===== config.mk =====
export PLATFORM = sky130hd
export DESIGN_NAME = mmc1_load_ctrl
export DESIGN_NICKNAME = d
export VERILOG_FILES = /design/src/rtl/mmc1_pkg.sv /design/src/rtl/mmc1_bank_mux.sv /design/src/rtl/mmc1_load_ctrl.sv
export SDC_FILE = /design/constraint.sdc
export NUM_CORES = 1
export LEC_CHECK = 0
export ABC_AREA = 1
export CAP_MARGIN = 20
export CELL_PAD_IN_SITES_DETAIL_PLACEMENT = 0
export CELL_PAD_IN_SITES_GLOBAL_PLACEMENT = 1
export CORE_AREA = 2 2 70 72
export DETAILED_ROUTE_END_ITERATION = 8
export DIE_AREA = 0 0 72 74
export PLACE_DENSITY_LB_ADDON = 0.1
export REMOVE_ABC_BUFFERS = 1
export SYNTH_ARGS = -nofsm -noshare
export SYNTH_HDL_FRONTEND = slang
export SYNTH_HIERARCHICAL = 1
export SYNTH_SLANG_ARGS = --single-unit

===== constraint.sdc =====
create_clock -name ck -period 2.1 [get_ports ck]
set_clock_uncertainty 0.05 [all_clocks]
set_input_delay 0.42 -clock ck [delete_from_list [all_inputs] [get_ports ck]]
set_output_delay 0.42 -clock ck [all_outputs]
set_load 0.05 [all_outputs]

===== src/rtl/mmc1_pkg.sv =====
// Shared types and constants for the MMC1 serial-load controller and its bank mapper.
package mmc1_pkg;

    typedef enum logic [1:0] {
        SEL_CTRL = 2'b00,
        SEL_CHR0 = 2'b01,
        SEL_CHR1 = 2'b10,
        SEL_PRG  = 2'b11
    } reg_sel_e;

    // ctrl[3:2]: both 0x codes select 32 KiB switching
    localparam logic [1:0] PRG_MODE_32K_A     = 2'b00;
    localparam logic [1:0] PRG_MODE_32K_B     = 2'b01;
    localparam logic [1:0] PRG_MODE_FIX_FIRST = 2'b10;
    localparam logic [1:0] PRG_MODE_FIX_LAST  = 2'b11;

    localparam logic [1:0] MIR_ONE_LO = 2'b00;
    localparam logic [1:0] MIR_ONE_HI = 2'b01;
    localparam logic [1:0] MIR_VERT   = 2'b10;
    localparam logic [1:0] MIR_HORZ   = 2'b11;

    localparam logic [4:0] CTRL_RST_DEFAULT = 5'h0C;
    localparam logic [2:0] SHIFT_LAST       = 3'd4;

endpackage


===== src/rtl/mmc1_bank_mux.sv =====
// Combinational PRG/CHR bank, mirroring and PRG-RAM enable decode from the MMC1 registers.
module mmc1_bank_mux
    import mmc1_pkg::*;
(
    input  logic [4:0] ctrl_i,
    input  logic [4:0] chr0_i,
    input  logic [4:0] chr1_i,
    input  logic [4:0] prg_i,
    input  logic       cpu_a14_i,
    input  logic       ppu_a12_i,
    input  logic       ppu_a11_i,
    input  logic       ppu_a10_i,
    output logic [3:0] prg_a_o,
    output logic [4:0] chr_a_o,
    output logic       ciram_a10_o,
    output logic       wram_ce_n_o
);

    // PRG bank select by mode
    always_comb begin
        prg_a_o = {prg_i[3:1], cpu_a14_i};
        case (ctrl_i[3:2])
            PRG_MODE_FIX_FIRST: prg_a_o = cpu_a14_i ? prg_i[3:0] : 4'h0;
            PRG_MODE_FIX_LAST:  prg_a_o = cpu_a14_i ? 4'hF : prg_i[3:0];
            default:            prg_a_o = {prg_i[3:1], cpu_a14_i};
        endcase
    end

    // CHR bank select: 8 KiB or two independent 4 KiB banks
    always_comb begin
        chr_a_o = {chr0_i[4:1], ppu_a12_i};
        if (ctrl_i[4]) begin
            chr_a_o = ppu_a12_i ? chr1_i : chr0_i;
        end else begin
            chr_a_o = {chr0_i[4:1], ppu_a12_i};
        end
    end

    // Nametable mirroring
    always_comb begin
        ciram_a10_o = 1'b0;
        case (ctrl_i[1:0])
            MIR_ONE_LO: ciram_a10_o = 1'b0;
            MIR_ONE_HI: ciram_a10_o = 1'b1;
            MIR_VERT:   ciram_a10_o = ppu_a10_i;
            MIR_HORZ:   ciram_a10_o = ppu_a11_i;
            default:    ciram_a10_o = 1'b0;
        endcase
    end

    assign wram_ce_n_o = prg_i[4];

endmodule


===== src/rtl/mmc1_load_ctrl.sv =====
// MMC1 serial register loader: 5-bit shift-in over consecutive CPU writes, plus bank mapping.
module mmc1_load_ctrl
    import mmc1_pkg::*;
#(
    parameter logic [4:0] CTRL_RST = CTRL_RST_DEFAULT
) (
    input  logic       ck,
    input  logic       nres,
    input  logic       cpu_we,
    input  logic       cpu_a14,
    input  logic       cpu_a13,
    input  logic       cpu_d0,
    input  logic       cpu_d7,
    input  logic       ppu_a12,
    input  logic       ppu_a11,
    input  logic       ppu_a10,
    output logic [4:0] ctrl,
    output logic [4:0] chr0,
    output logic [4:0] chr1,
    output logic [4:0] prg,
    output logic       load_stb,
    output logic [3:0] prg_a,
    output logic [4:0] chr_a,
    output logic       ciram_a10,
    output logic       wram_ce_n
);

    logic       we_d_q;
    logic [3:0] sr_q, sr_d;
    logic [2:0] cnt_q, cnt_d;
    logic [4:0] ctrl_q, ctrl_d;
    logic [4:0] chr0_q, chr0_d;
    logic [4:0] chr1_q, chr1_d;
    logic [4:0] prg_q, prg_d;
    logic       load_stb_q, load_stb_d;
    logic       acc_s;
    logic [2:0] cnt_eff_s;
    logic [4:0] commit_s;

    // Write acceptance, serial shift and register commit
    always_comb begin
        // Writes on consecutive cycles are a single CPU access; only the first counts
        acc_s      = cpu_we & ~we_d_q;
        cnt_eff_s  = (cnt_q > SHIFT_LAST) ? 3'd0 : cnt_q;
        commit_s   = {cpu_d0, sr_q};
        sr_d       = sr_q;
        cnt_d      = cnt_eff_s;
        ctrl_d     = ctrl_q;
        chr0_d     = chr0_q;
        chr1_d     = chr1_q;
        prg_d      = prg_q;
        load_stb_d = 1'b0;
        if (acc_s) begin
            if (cpu_d7) begin
                sr_d   = 4'h0;
                cnt_d  = 3'd0;
                ctrl_d = ctrl_q | CTRL_RST;
            end else if (cnt_eff_s == SHIFT_LAST) begin
                sr_d       = 4'h0;
                cnt_d      = 3'd0;
                load_stb_d = 1'b1;
                case (reg_sel_e'({cpu_a14, cpu_a13}))
                    SEL_CTRL: ctrl_d = commit_s;
                    SEL_CHR0: chr0_d = commit_s;
                    SEL_CHR1: chr1_d = commit_s;
                    SEL_PRG:  prg_d  = commit_s;
                    default:  ctrl_d = ctrl_q;
                endcase
            end else begin
                sr_d  = {cpu_d0, sr_q[3:1]};
                cnt_d = cnt_eff_s + 3'd1;
            end
        end else begin
            sr_d = sr_q;
        end
    end

    // State registers
    always_ff @(posedge ck or negedge nres) begin
        if (!nres) begin
            we_d_q     <= 1'b0;
            sr_q       <= 4'h0;
            cnt_q      <= 3'd0;
            ctrl_q     <= CTRL_RST;
            chr0_q     <= 5'h00;
            chr1_q     <= 5'h00;
            prg_q      <= 5'h00;
            load_stb_q <= 1'b0;
        end else begin
            we_d_q     <= cpu_we;
            sr_q       <= sr_d;
            cnt_q      <= cnt_d;
            ctrl_q     <= ctrl_d;
            chr0_q     <= chr0_d;
            chr1_q     <= chr1_d;
            prg_q      <= prg_d;
            load_stb_q <= load_stb_d;
        end
    end

    assign ctrl     = ctrl_q;
    assign chr0     = chr0_q;
    assign chr1     = chr1_q;
    assign prg      = prg_q;
    assign load_stb = load_stb_q;

    mmc1_bank_mux u_bank_mux (
        .ctrl_i      (ctrl_q),
        .chr0_i      (chr0_q),
        .chr1_i      (chr1_q),
        .prg_i       (prg_q),
        .cpu_a14_i   (cpu_a14),
        .ppu_a12_i   (ppu_a12),
        .ppu_a11_i   (ppu_a11),
        .ppu_a10_i   (ppu_a10),
        .prg_a_o     (prg_a),
        .chr_a_o     (chr_a),
        .ciram_a10_o (ciram_a10),
        .wram_ce_n_o (wram_ce_n)
    );

endmodule


==> impl_metrics.csv <==
group,metric,value,unit
status,status,"completed",
worst_setup_path,cp_num_buf_inv,1,
route,wire_per_inst,11.9,um
yosys,yosysSeqAreaShare,0.487,
sta,setup_viol,0,
placement,placed_cells,295,
worst_setup_path,cp_slowest_stage_delay,0.82,ns
final_layout,drive_gt1_frac,0.161,
die,die_h,74,um
clock_network,root_buffer,"clkbuf_8",
final_layout,final_nets,260,
sta,fin_tns_setup,0,ns
global_routing,grt_max_degree,30,
yosys,synth_cell_types,20,
final_layout,insertedDiodeCount,0,
run,cap_violations,0,
sta,slew_violations,0,
global_routing,overflow,0,
die,core_area,0.00460,mm2
clock_network,cts_tree,"done",
placement,place_area,0.00209,mm2
final_layout,stdcell_area,0.00218,mm2
worst_setup_path,end_kind,"output port",
route,drtIter0Drc,65,
placement,place.gp.congestion,0.786,
yosys,ys_ff_latch,29,
route,detail-route-antenna-nets,0,
sta,fin_crit,1.97,ns
worst_setup_path,path_max_fanout,4,
die,start_util,0.325,
power,finalPower,0.00149,W
worst_setup_path,cp-start-kind,"flop",
clock_network,cts_made_buffers,5,
yosys,netlist_instances,196,
route,wirelength,3600,um
power,p_leak,1.11,nW
sta,min_period_over_period,0.939,
global_routing,grt_pass1_wl,6090,um
sta,hold_viol_final,0,
route,vias,1388,
worst_setup_path,path_delay_family,"buffers and inverters",
route,first_pass_iters,4,
worst_setup_path,worstPathRequired,1.63,ns
clock_network,clk_pin_slew_worst_paths,0.06,ns
final_layout,syn2layout_area_growth,45.6,%
placement,dp_hpwl,2700,um
clock_network,cts_resized,0,
clock_network,insertion_delay,0.28,ns
worst_setup_path,cp.arrival,1.50,ns
die,num_rows,25,
yosys,syn_avg_cell_area,7.63,um2
placement,pre_cts_ws,0.197,ns
route,viasPerCell,4.58,
final_layout,fin_cells,303,
clock_network,hold_buffers,0,
global_routing,first_global_vias,1304,
sta,rsz0062_at_grt,"false",
clock_network,cts_setup_buffers,0,
die,io_pins,42,
worst_setup_path,slowest_stage,"clkdlybuf4s50_1",
sta,worst_slew_pin_slew,0.496,ns
global_routing,grt_use_total,0.150,
power,peakVddDrop,378,uV
die,die_area,0.00533,mm2
clock_network,cts_max_level,2,
global_routing,antenna_found_initial,0,
sta,setup_slack,0.127,ns
clock_network,cts_buffer_depth,2,
worst_setup_path,path_cells,"clkdlybuf4s50_1",
yosys,yosys_warnings,6,
route,drc_errors,0,
sta,max_freq,507,MHz
yosys,synthesis.area,0.00150,mm2
worst_setup_path,critPathKind,"reg2out",
placement,io_buffers,41,
power,powerDensity,684,mW/mm2
clock_network,cts_num_sinks,29,
sta,relSlewSlack,0.668,
die,die_w,72,um
hold_path,hold_path.class,"reg2reg",
[cells in the mapped netlist]
| master | number | share of area |
|---|---|---|
| o21ai_0 | 5 | 0.017 |
| buf_2 | 1 | 0.0033 |
| dfrtp_1 | 27 | 0.45 |
| nand3_1 | 26 | 0.087 |
| nand2_2 | 3 | 0.013 |
| nor2_4 | 4 | 0.030 |
| nand3_4 | 1 | 0.012 |
| o22ai_1 | 2 | 0.0084 |
| a21oi_1 | 2 | 0.0067 |
| nor2_1 | 5 | 0.013 |
| nand4_1 | 2 | 0.0084 |
| buf_4 | 1 | 0.0050 |
| dfstp_2 | 2 | 0.035 |
| xnor2_1 | 1 | 0.0059 |
| buf_6 | 1 | 0.0075 |
| nand2_1 | 88 | 0.22 |
| inv_2 | 2 | 0.0050 |
| nor2_2 | 1 | 0.0042 |
| ha_1 | 2 | 0.017 |
| inv_1 | 20 | 0.050 |
[final cells by class]
type                    instances  area, um2
repair buffers                 48        556
inverters                      22       82.6
flip-flops and latches         29        728
clock inverters                 2       10.0
fillers                       457       2420
multi-input cells             142        661
clock buffers                   6       72.6
well taps                      54       67.6
[layer usage]
| layer | GRT usage | part of all wire | vias up |
|---|---|---|---|
| li1 | - | - | 721 |
| met1 | 0.194 | 0.48 | 628 |
| met2 | 0.233 | 0.44 | 32 |
| met3 | 0.0488 | 0.052 | 7 |
| met4 | 0.0629 | 0.019 | 0 |
| met5 | 0 | 0 | - |
[worst register-to-register path: cells and delay by family (launching register included)]
| family | cells | cell delay, ns |
|---|---|---|
| AND/OR/NAND/NOR | 6 | 0.61 |
| flip-flops | 1 | 0.41 |
| adder cells (fa/ha/maj) | 1 | 0.21 |
| buffers and inverters | 1 | 0.17 |
| AO/OA/AOI/OAI | 1 | 0.11 |
[path summary, 6_finish.rpt]
path / slack (ns) / end / startpoint / depth (start not counted)
worst max-delay path: 0.13 / prg[1] / prg[1] / 1
worst min-delay path: 0.43 / ctrl[2] / ctrl[2] / 2
worst max register to register: 0.44 / ctrl[4] / cnt_q[0] / 9
worst min register to register: 0.43 / ctrl[2] / ctrl[2] / 2
max in group asynchronous: 1.20 / ctrl[2] / nres / 2
min in group asynchronous: 0.48 / chr1[2] / nres / 2
[report_power, final]
| group | leakage, nW | internal [W] | switching [W] |
|---|---|---|---|
| registers | 0.391 | 0.000607 | 0.0000530 |
| clock network | 0.0450 | 0.000229 | 0.000209 |
| logic | 0.669 | 0.000150 | 0.000241 |
[cells in the final DEF (no fill, tap or decap), drive strengths merged]
cell            n
a21oi           2
xnor2           1
ha              2
nand4           2
clkinv          2
inv            22
nand3          27
o22ai           2
nand2          91
buf            20
clkbuf          6
clkdlybuf4s50  28
dfrtp          27
o21ai           5
nor2           10
dfstp           2
[sequential cells by signal (all words and copies together) (netlist names)]
name,count
chr0,5
chr1,5
ctrl,5
prg,5
sr_q,4
cnt_q,3
load_stb,1
we_d_q,1
[kinds of logic after synthesis]
group,Yosys count,share of synthesized area
fa+ha+maj,2,0.0167
buf+inv,25,0.0711
flops,29,0.487
compound gates,9,0.0318
simple gates,130,0.387
xor+xnor,1,0.00586
[stage by stage]
| stage | hold slack [ns] | utilization |
|---|---|---|
| 4_1_cts | 0.431 | 0.473 |
| 2_1_floorplan | 0.0744 | - |
| 3_3_place_gp | 0.420 | 0.456 |
| 5_1_grt | 0.454 | 0.473 |
| 6_report | 0.428 | 0.473 |
| 3_5_place_dp | 0.422 | 0.456 |
(Power assumes the default switching activity.)
